**src/rtl/fcmp_stage_pkg.sv**
```systemverilog
// Shared FPU compare definitions: op encoding, float32 field layout and the
// sign-magnitude "greater or equal" rule used by the compare core.
package fpu_pkg;

  typedef enum logic [1:0] {
    FCMP_EQ  = 2'b00,
    FCMP_LT  = 2'b01,
    FCMP_LE  = 2'b10,
    FCMP_RSV = 2'b11
  } fcmp_op_t;

  localparam int FP_W     = 32;
  localparam int SIGN_BIT = 31;
  localparam int EXP_MSB  = 30;
  localparam int EXP_LSB  = 23;
  localparam int EXP_W    = EXP_MSB - EXP_LSB + 1;
  localparam int MANT_W   = 23;

  // Raw sign-magnitude ordering; NaN and denormals are deliberately not special-cased.
  function automatic logic fp_ge(input logic [FP_W-1:0] a, input logic [FP_W-1:0] b);
    logic              sa;
    logic              sb;
    logic [EXP_W-1:0]  ea;
    logic [EXP_W-1:0]  eb;
    logic [MANT_W-1:0] ma;
    logic [MANT_W-1:0] mb;
    logic              ge;
    sa = a[SIGN_BIT];
    sb = b[SIGN_BIT];
    ea = a[EXP_MSB:EXP_LSB];
    eb = b[EXP_MSB:EXP_LSB];
    ma = a[MANT_W-1:0];
    mb = b[MANT_W-1:0];
    case ({sa, sb})
      2'b00:   ge = (ea == eb) ? (ma >= mb) : (ea >= eb);
      2'b01:   ge = 1'b1;
      2'b10:   ge = 1'b0;
      default: ge = (ea == eb) ? (ma <= mb) : (ea <= eb);
    endcase
    return ge;
  endfunction

endpackage

```
**src/rtl/fcmp_stage_core.sv**
```systemverilog
// Combinational float32 compare: FEQ / FLT / FLE, reserved op yields 0.
module fcmp_core
  import fpu_pkg::*;
(
  input  logic [FP_W-1:0] x1_i,
  input  logic [FP_W-1:0] x2_i,
  input  fcmp_op_t        op_i,
  output logic            cmp_o
);

  logic eq;
  logic ge;

  always_comb begin
    eq = (x1_i == x2_i);
    ge = fp_ge(x1_i, x2_i);
    case (op_i)
      FCMP_EQ: cmp_o = eq;
      FCMP_LT: cmp_o = !ge;
      FCMP_LE: cmp_o = !ge || eq;
      default: cmp_o = 1'b0;
    endcase
  end

endmodule

```
**src/rtl/fcmp_stage.sv**
```systemverilog
// Two-stage FPU compare execution stage: S1 captures the op, S2 holds the
// registered result for writeback. Flushable, full throughput.
module fcmp_stage
  import fpu_pkg::*;
#(
  parameter int TAG_W = 5
) (
  input  logic             clk,
  input  logic             rst,
  input  logic             flush,
  input  logic             in_valid,
  output logic             in_ready,
  input  logic [1:0]       in_op,
  input  logic [31:0]      in_x1,
  input  logic [31:0]      in_x2,
  input  logic [TAG_W-1:0] in_tag,
  output logic             out_valid,
  input  logic             out_ready,
  output logic [31:0]      out_data,
  output logic [TAG_W-1:0] out_tag
);

  // Handshake: a transfer happens on a side when valid && ready at posedge;
  // ready never depends on valid of the same side, and out_* hold while stalled.
  logic             s1_valid_q, s1_valid_d;
  fcmp_op_t         s1_op_q, s1_op_d;
  logic [31:0]      s1_x1_q, s1_x1_d;
  logic [31:0]      s1_x2_q, s1_x2_d;
  logic [TAG_W-1:0] s1_tag_q, s1_tag_d;
  logic             s2_valid_q, s2_valid_d;
  logic             s2_cmp_q, s2_cmp_d;
  logic [TAG_W-1:0] s2_tag_q, s2_tag_d;
  logic             s1_advance;
  logic             core_cmp;

  fcmp_core u_core (
    .x1_i  (s1_x1_q),
    .x2_i  (s1_x2_q),
    .op_i  (s1_op_q),
    .cmp_o (core_cmp)
  );

  always_comb begin
    s1_advance = !s2_valid_q || out_ready;
    in_ready   = !s1_valid_q || s1_advance;

    s1_valid_d = s1_valid_q;
    s1_op_d    = s1_op_q;
    s1_x1_d    = s1_x1_q;
    s1_x2_d    = s1_x2_q;
    s1_tag_d   = s1_tag_q;
    s2_valid_d = s2_valid_q;
    s2_cmp_d   = s2_cmp_q;
    s2_tag_d   = s2_tag_q;

    // A flush drops everything in flight, including an op presented this cycle.
    if (flush) begin
      s1_valid_d = 1'b0;
      s2_valid_d = 1'b0;
    end else begin
      if (s1_advance) begin
        s2_valid_d = s1_valid_q;
        if (s1_valid_q) begin
          s2_cmp_d = core_cmp;
          s2_tag_d = s1_tag_q;
        end
      end
      if (in_ready) begin
        s1_valid_d = in_valid;
        if (in_valid) begin
          s1_op_d  = fcmp_op_t'(in_op);
          s1_x1_d  = in_x1;
          s1_x2_d  = in_x2;
          s1_tag_d = in_tag;
        end
      end
    end
  end

  always_ff @(posedge clk) begin
    if (rst) begin
      s1_valid_q <= 1'b0;
      s1_op_q    <= FCMP_EQ;
      s1_x1_q    <= '0;
      s1_x2_q    <= '0;
      s1_tag_q   <= '0;
      s2_valid_q <= 1'b0;
      s2_cmp_q   <= 1'b0;
      s2_tag_q   <= '0;
    end else begin
      s1_valid_q <= s1_valid_d;
      s1_op_q    <= s1_op_d;
      s1_x1_q    <= s1_x1_d;
      s1_x2_q    <= s1_x2_d;
      s1_tag_q   <= s1_tag_d;
      s2_valid_q <= s2_valid_d;
      s2_cmp_q   <= s2_cmp_d;
      s2_tag_q   <= s2_tag_d;
    end
  end

  assign out_valid = s2_valid_q;
  assign out_data  = {31'b0, s2_cmp_q};
  assign out_tag   = s2_tag_q;

endmodule

```
**config.mk**
```make
export PLATFORM = sky130hd
export DESIGN_NAME = fcmp_stage
export DESIGN_NICKNAME = d
export VERILOG_FILES = /design/src/rtl/fcmp_stage_pkg.sv /design/src/rtl/fcmp_stage_core.sv /design/src/rtl/fcmp_stage.sv
export SDC_FILE = /design/constraint.sdc
export NUM_CORES = 1
export LEC_CHECK = 0
export CAP_MARGIN = 20
export CORE_ASPECT_RATIO = 0.5
export CORE_MARGIN = 2
export CORE_UTILIZATION = 45
export DETAILED_ROUTE_END_ITERATION = 7
export PLACE_DENSITY = 0.77
export SETUP_SLACK_MARGIN = 0.2
export SLEW_MARGIN = 10
export SYNTH_ARGS = -nofsm -noshare
export SYNTH_HDL_FRONTEND = slang
export SYNTH_SLANG_ARGS = --single-unit
export TNS_END_PERCENT = 1
```
**constraint.sdc**
```tcl
create_clock -name clk -period 2.2 [get_ports clk]
set_input_delay 0.66 -clock clk [delete_from_list [all_inputs] [get_ports clk]]
set_output_delay 0.66 -clock clk [all_outputs]
set_load 0.005 [all_outputs]
```
# Yosys cells after proc, flatten, opt, wreduce, memory -nomap -nowiden
# Cells that the tools add are included.
[totals]
reg_bits = 79
input_bits = 76
out_inout_bits = 39
word_cells = 34
[classes]
n_lt_le_gt_ge = 4
n_eq_ne = 6
muxes = 4
bitwise_logic = 1
n_reduce_logical = 11
[ops]
columns = ["operator", "count"]
rows = [
  ["32-bit equality test", 1],
  ["23-bit greater-or-equal comparator", 1],
  ["23-bit <= comparator", 1],
  ["8-bit equality test", 1],
  ["8-bit greater-or-equal comparator", 1],
  ["8-bit <= comparator", 1],
  ["1-bit case mux with 3 select lines", 2],
  ["3-bit AND reduction", 2],
  ["2-bit by 1-bit equality test with 1-bit output, second input constant", 2],
  ["2-bit equality test, second input constant", 2],
  ["2-bit logical NOT", 2],
  ["1-bit logical NOT", 3],
  ["1-bit logical OR", 3],
  ["1-bit 2-to-1 mux", 2],
  ["2-bit OR reduction", 1],
  ["1-bit inverter", 1],
]

# Longest topological paths before layout
[depth]
ltp_word = 6
mapped_depth = 8
depth_no_buf = 8

# Cells and area by module
# A second synthesis with hierarchy kept.
[unflattened]
hier_cells = 512
area_unflattened_um2 = 4783.3
[by_module_without_submodules]
columns = ["mod", "instances", "cells_each", "area_each_um2", "seq_area_each_um2"]
rows = [
  ["fcmp_stage", 1, 379, 3827.4, 1581.5],
  ["fcmp_core", 1, 133, 955.9, 0.0],
]

# Least setup slack after synthesis
# OpenSTA, ideal clock, no wires.
[synth_path]
kind = "register to register"
from = "register s1_x2_q[21]"
to = "register s2_cmp_q"
setup_ns = 0.074
t_arrival_ns = 1.757
t_required_ns = 2.126
setup_slack_ns = 0.369
stages_incl_launch_ff = 9
path_buffers = 0
period_less_slack_ns = 1.831
cell_sequence = "dfxtp_1 inv_1 ha_1 a21oi_1 nand2_1 a2111oi_2 o21ai_1 or3_1 a31oi_1"
[synth_via]
elab_chain_cells = 6
elab_cells_between_ends = 9
classes_between = "2 x order compare; 1 x eq/ne; 4 x mux; 2 x reduce/logical"
[synth_lines]
columns = ["item", "line", "rtl"]
rows = [
  ["start, declared", "fcmp_stage.sv:28", "logic [31:0] s1_x2_q, s1_x2_d;"],
  ["start signal, assigned", "fcmp_stage.sv:85", "s1_x2_q <= '0;"],
  ["start signal, assigned", "fcmp_stage.sv:94", "s1_x2_q <= s1_x2_d;"],
  ["23-bit <= comparator or 23-bit greater-or-equal comparator (tied branches)", "fcmp_stage_pkg.sv:38, fcmp_stage_pkg.sv:35", ""],
  ["1-bit 2-to-1 mux, on equally long branches", "fcmp_stage_pkg.sv:38, fcmp_stage_pkg.sv:35", ""],
  ["1-bit case mux with 3 select lines", "fcmp_stage_pkg.sv:34", "case ({sa, sb})"],
  ["1-bit logical NOT", "fcmp_stage_core.sv:19, fcmp_stage_core.sv:20", ""],
  ["1-bit logical OR", "fcmp_stage_core.sv:20", "FCMP_LE: cmp_o = !ge || eq;"],
  ["1-bit case mux with 3 select lines (*)", "fcmp_stage_core.sv:17", "case (op_i)"],
  ["end signal, assigned", "fcmp_stage.sv:97", "s2_cmp_q <= s2_cmp_d;"],
  ["end, declared", "fcmp_stage.sv:31", "logic s2_cmp_q, s2_cmp_d;"],
]
# Mark *: on every way between the ends. The rest lies on a longest branch, timed or not.
# A chain may end at the register's enable or synchronous reset.

# Worst setup path after layout
[layout_path]
from = "register s1_x2_q[18]"
to = "register s2_cmp_q"
# The elaborated chain is that of the path after synthesis.

==> impl_metrics.tcl <==
set metrics [dict create \
    core_mm2 0.00814 \
    syn-mean-instance-area_um2 7.73 \
    fp.dieW_um 135 \
    combPwrFrac 0.172 \
    antennaDiodeCount 0 \
    clock_sinks 79 \
    rr_startpoint "s1_x2_q[18]" \
    power_density_mw_per_mm2 653 \
    layout-drive-gt1-share 0.128 \
    fin_cells 692 \
    yosysTopAreaCellShare 0.412 \
    ys_seq_area_frac 0.412 \
    initial_core_util 0.471 \
    synthCells 496 \
    synth_seq_cells 79 \
    p_sw_frac 0.251 \
    cp_max_fo 3 \
    syn_area_mm2 0.00383 \
    detail_route.vias_per_cell 4.87 \
    clock_latency_ns 0.33 \
    area_growth_syn_to_layout_pct 37.0 \
    finalCritPeriodShare 0.897 \
    num_vias 3369 \
    required_ns 2.47 \
    pwr-share-clk 0.379 \
    routed_wl_um 8880 \
    grt_max_degree 59 \
    die-area_mm2 0.00932 \
    synthTopCellsByArea "dfxtp_1, nand2_1, ha_1, a21oi_1, buf_4" \
    seq_power_share 0.449 \
    drt-wirelength-per-cell_um 12.8 \
    grt_pass1_vias 3090 \
    startpoint_type "flip-flop" \
    p_int_uw 2570 \
    path_clk_slew_ns 0.06 \
    hold_path.class "reg2reg" \
    cts_tree "yes" \
    crit_type "reg2reg" \
    antenna_found_initial 0 \
    fmax_ghz 0.506 \
    ys_types 32 \
    synth_area_leader_cell "dfxtp_1" \
    detail-route-antenna-nets 0 \
    maxSlewViolCount 0 \
    cts_made_buffers 9 \
    dp.cells 676 \
    worst_setup_path_end_kind "flip-flop" \
    io_pins 115 \
    cp.arrival_ns 2.24 \
    gp_congestion 0.740 \
    crit_chain "inv_1 -> ha_4 -> nand4_1 -> nor4_4 -> nand3_2 -> o31ai_4 -> a21oi_1 -> a31oi_1" \
    cp-startpoint "s1_x2_q[18]" \
    root_buffer "clkbuf_16" \
    port_buffers 83 \
    maxCapViolCount 0 \
    rsz0062_at_grt "yes" \
    cpPeakStageDelay_ns 0.33 \
    overflow 0 \
    place_ws_ns -0.221 \
    finalNetCount 688 \
    placed_area_mm2 0.00471 \
    setup_ws_ns 0.226 \
    finalPower_uw 3430 \
    h-tree-depth 3 \
    dp.final_hpwl_um 5870 \
    hold_violations 0 \
    track_usage 0.183 \
    dr.pass1.iters 5 \
    status "finished clean" \
    layout_commonest_cell "nand2_1" \
    route.detailed.drc 0 \
    fin_util 0.645 \
    cts_buffer_depth 2 \
    ys_warn_count 0 \
    power.leakage_uw 0.00201 \
    worst_hold_startpoint "s1_tag_q[3]" \
    fin_crit_ns 1.97 \
    dr.first_iter.drc_count 165 \
    grt_pass1_wl_um 13600 \
    skew_ns 0.00384 \
    slowest_stage "nor4_4" \
    setup_viol 0 \
    die_height_um 69.3 \
    finish.instance_area_mm2 0.00525 \
    layout_common_cells "nand2_1, a21oi_1, clkdlybuf4s50_1" \
    peakVddDrop_mv 0.403 \
    rows 23 \
    ctsHoldBuffers 0 \
    power.switching_uw 859 \
]
critical path, delay by kind of cell, from the launching register on:
family	cells	cell delay, ns
AND/OR/NAND/NOR	3	0.73
AO/OA/AOI/OAI	3	0.51
flip-flops	1	0.32
adder cells (fa/ha/maj)	1	0.28
buffers and inverters	1	0.06
power groups by stage:
| stage | clock network (uW) | registers (uW) | logic, uW |
|---|---|---|---|
| 5_1_grt | 1390 | 1540 | 658 |
| 2_1_floorplan | 0 | 1550 | 314 |
| 6_report | 1300 | 1540 | 590 |
| 3_5_place_dp | 0 | 1560 | 503 |
| 4_1_cts | 1330 | 1530 | 512 |
| 3_3_place_gp | 0 | 1550 | 492 |
Yosys cell counts:
library cell,instances
inv_1,35
a2111oi_0,1
nand3b_1,2
buf_4,32
nor2_1,13
mux2i_1,5
a21oi_1,83
o2111ai_1,1
and3b_1,1
nor4_1,1
nor2b_1,1
xor2_1,1
clkbuf_1,19
nand3_1,5
o21a_1,1
a31oi_1,2
o211a_1,2
ha_1,34
o21ai_0,5
conb_1,1
a21o_1,1
nand2_1,149
o21ai_1,1
nor3b_2,1
or3_1,1
a2111oi_2,1
nor3_1,2
a211oi_1,2
dfxtp_1,79
o31ai_1,2
nand4_1,7
buf_2,5
kinds of logic after synthesis:
logic type               count (synthesis)  synth area share
AO/OA/AOI/OAI                          102             0.145
XOR/XNOR                                 1           0.00228
adder cells (fa/ha/maj)                 34             0.111
buffers and inverters                   91             0.122
flip-flops                              79             0.412
multiplexers                             5            0.0131
other                                    1          0.000978
AND/OR/NAND/NOR                        183             0.193
path summary, 6_finish.rpt:
path            endpoint  slack [ns]  cells after the start
max             s2_cmp_q        0.23                      8
min          s1_tag_q[3]        0.45                      2
max reg2reg     s2_cmp_q        0.23                      8
min reg2reg  s1_tag_q[3]        0.45                      2
final cells by class:
type / instances / area [um2]
Clock inverter: 2 / 10.0
Sequential cell: 79 / 1600
Tap cell: 112 / 140
Multi-Input combinational cell: 356 / 2150
Fill cell: 676 / 2890
Clock buffer: 11 / 243
Inverter: 35 / 131
Timing Repair Buffer: 97 / 975
metal layers:
metal,share of wire,wire [um],vias up,track usage
met3,0.060,531,10,0.0548
met5,0,0,-,0
met1,0.44,3910,1537,0.217
li1,-,-,1725,-
met2,0.49,4360,97,0.309
met4,0.0093,83,0,0.0749
repair_timing:
| item | 4_1_cts | 5_1_grt |
|---|---|---|
| setup buffers | 0 | 3 |
| gates resized for setup | 7 | 46 |
| endpoints found under the setup margin | 2 | 1 |
| pin swaps | 1 | 14 |
per-stage QoR:
| stage | setup TNS (ns) | hold WS (ns) |
|---|---|---|
| after floorplan | 0 | 0.436 |
| after global routing | 0 | 0.471 |
| final | 0 | 0.453 |
| after CTS | 0 | 0.456 |
| after detailed placement | -0.224 | 0.448 |
| after global placement | -0.202 | 0.443 |
sequential cells by signal, summed over array words and instances, names as in the netlist:
register    cells
s1_valid_q      1
out_valid       1
s1_tag_q        5
s1_x2_q        32
s1_op_q         2
out_tag         5
s1_x1_q        32
s2_cmp_q        1
No activity file was read; power rests on OpenSTA's default activity.
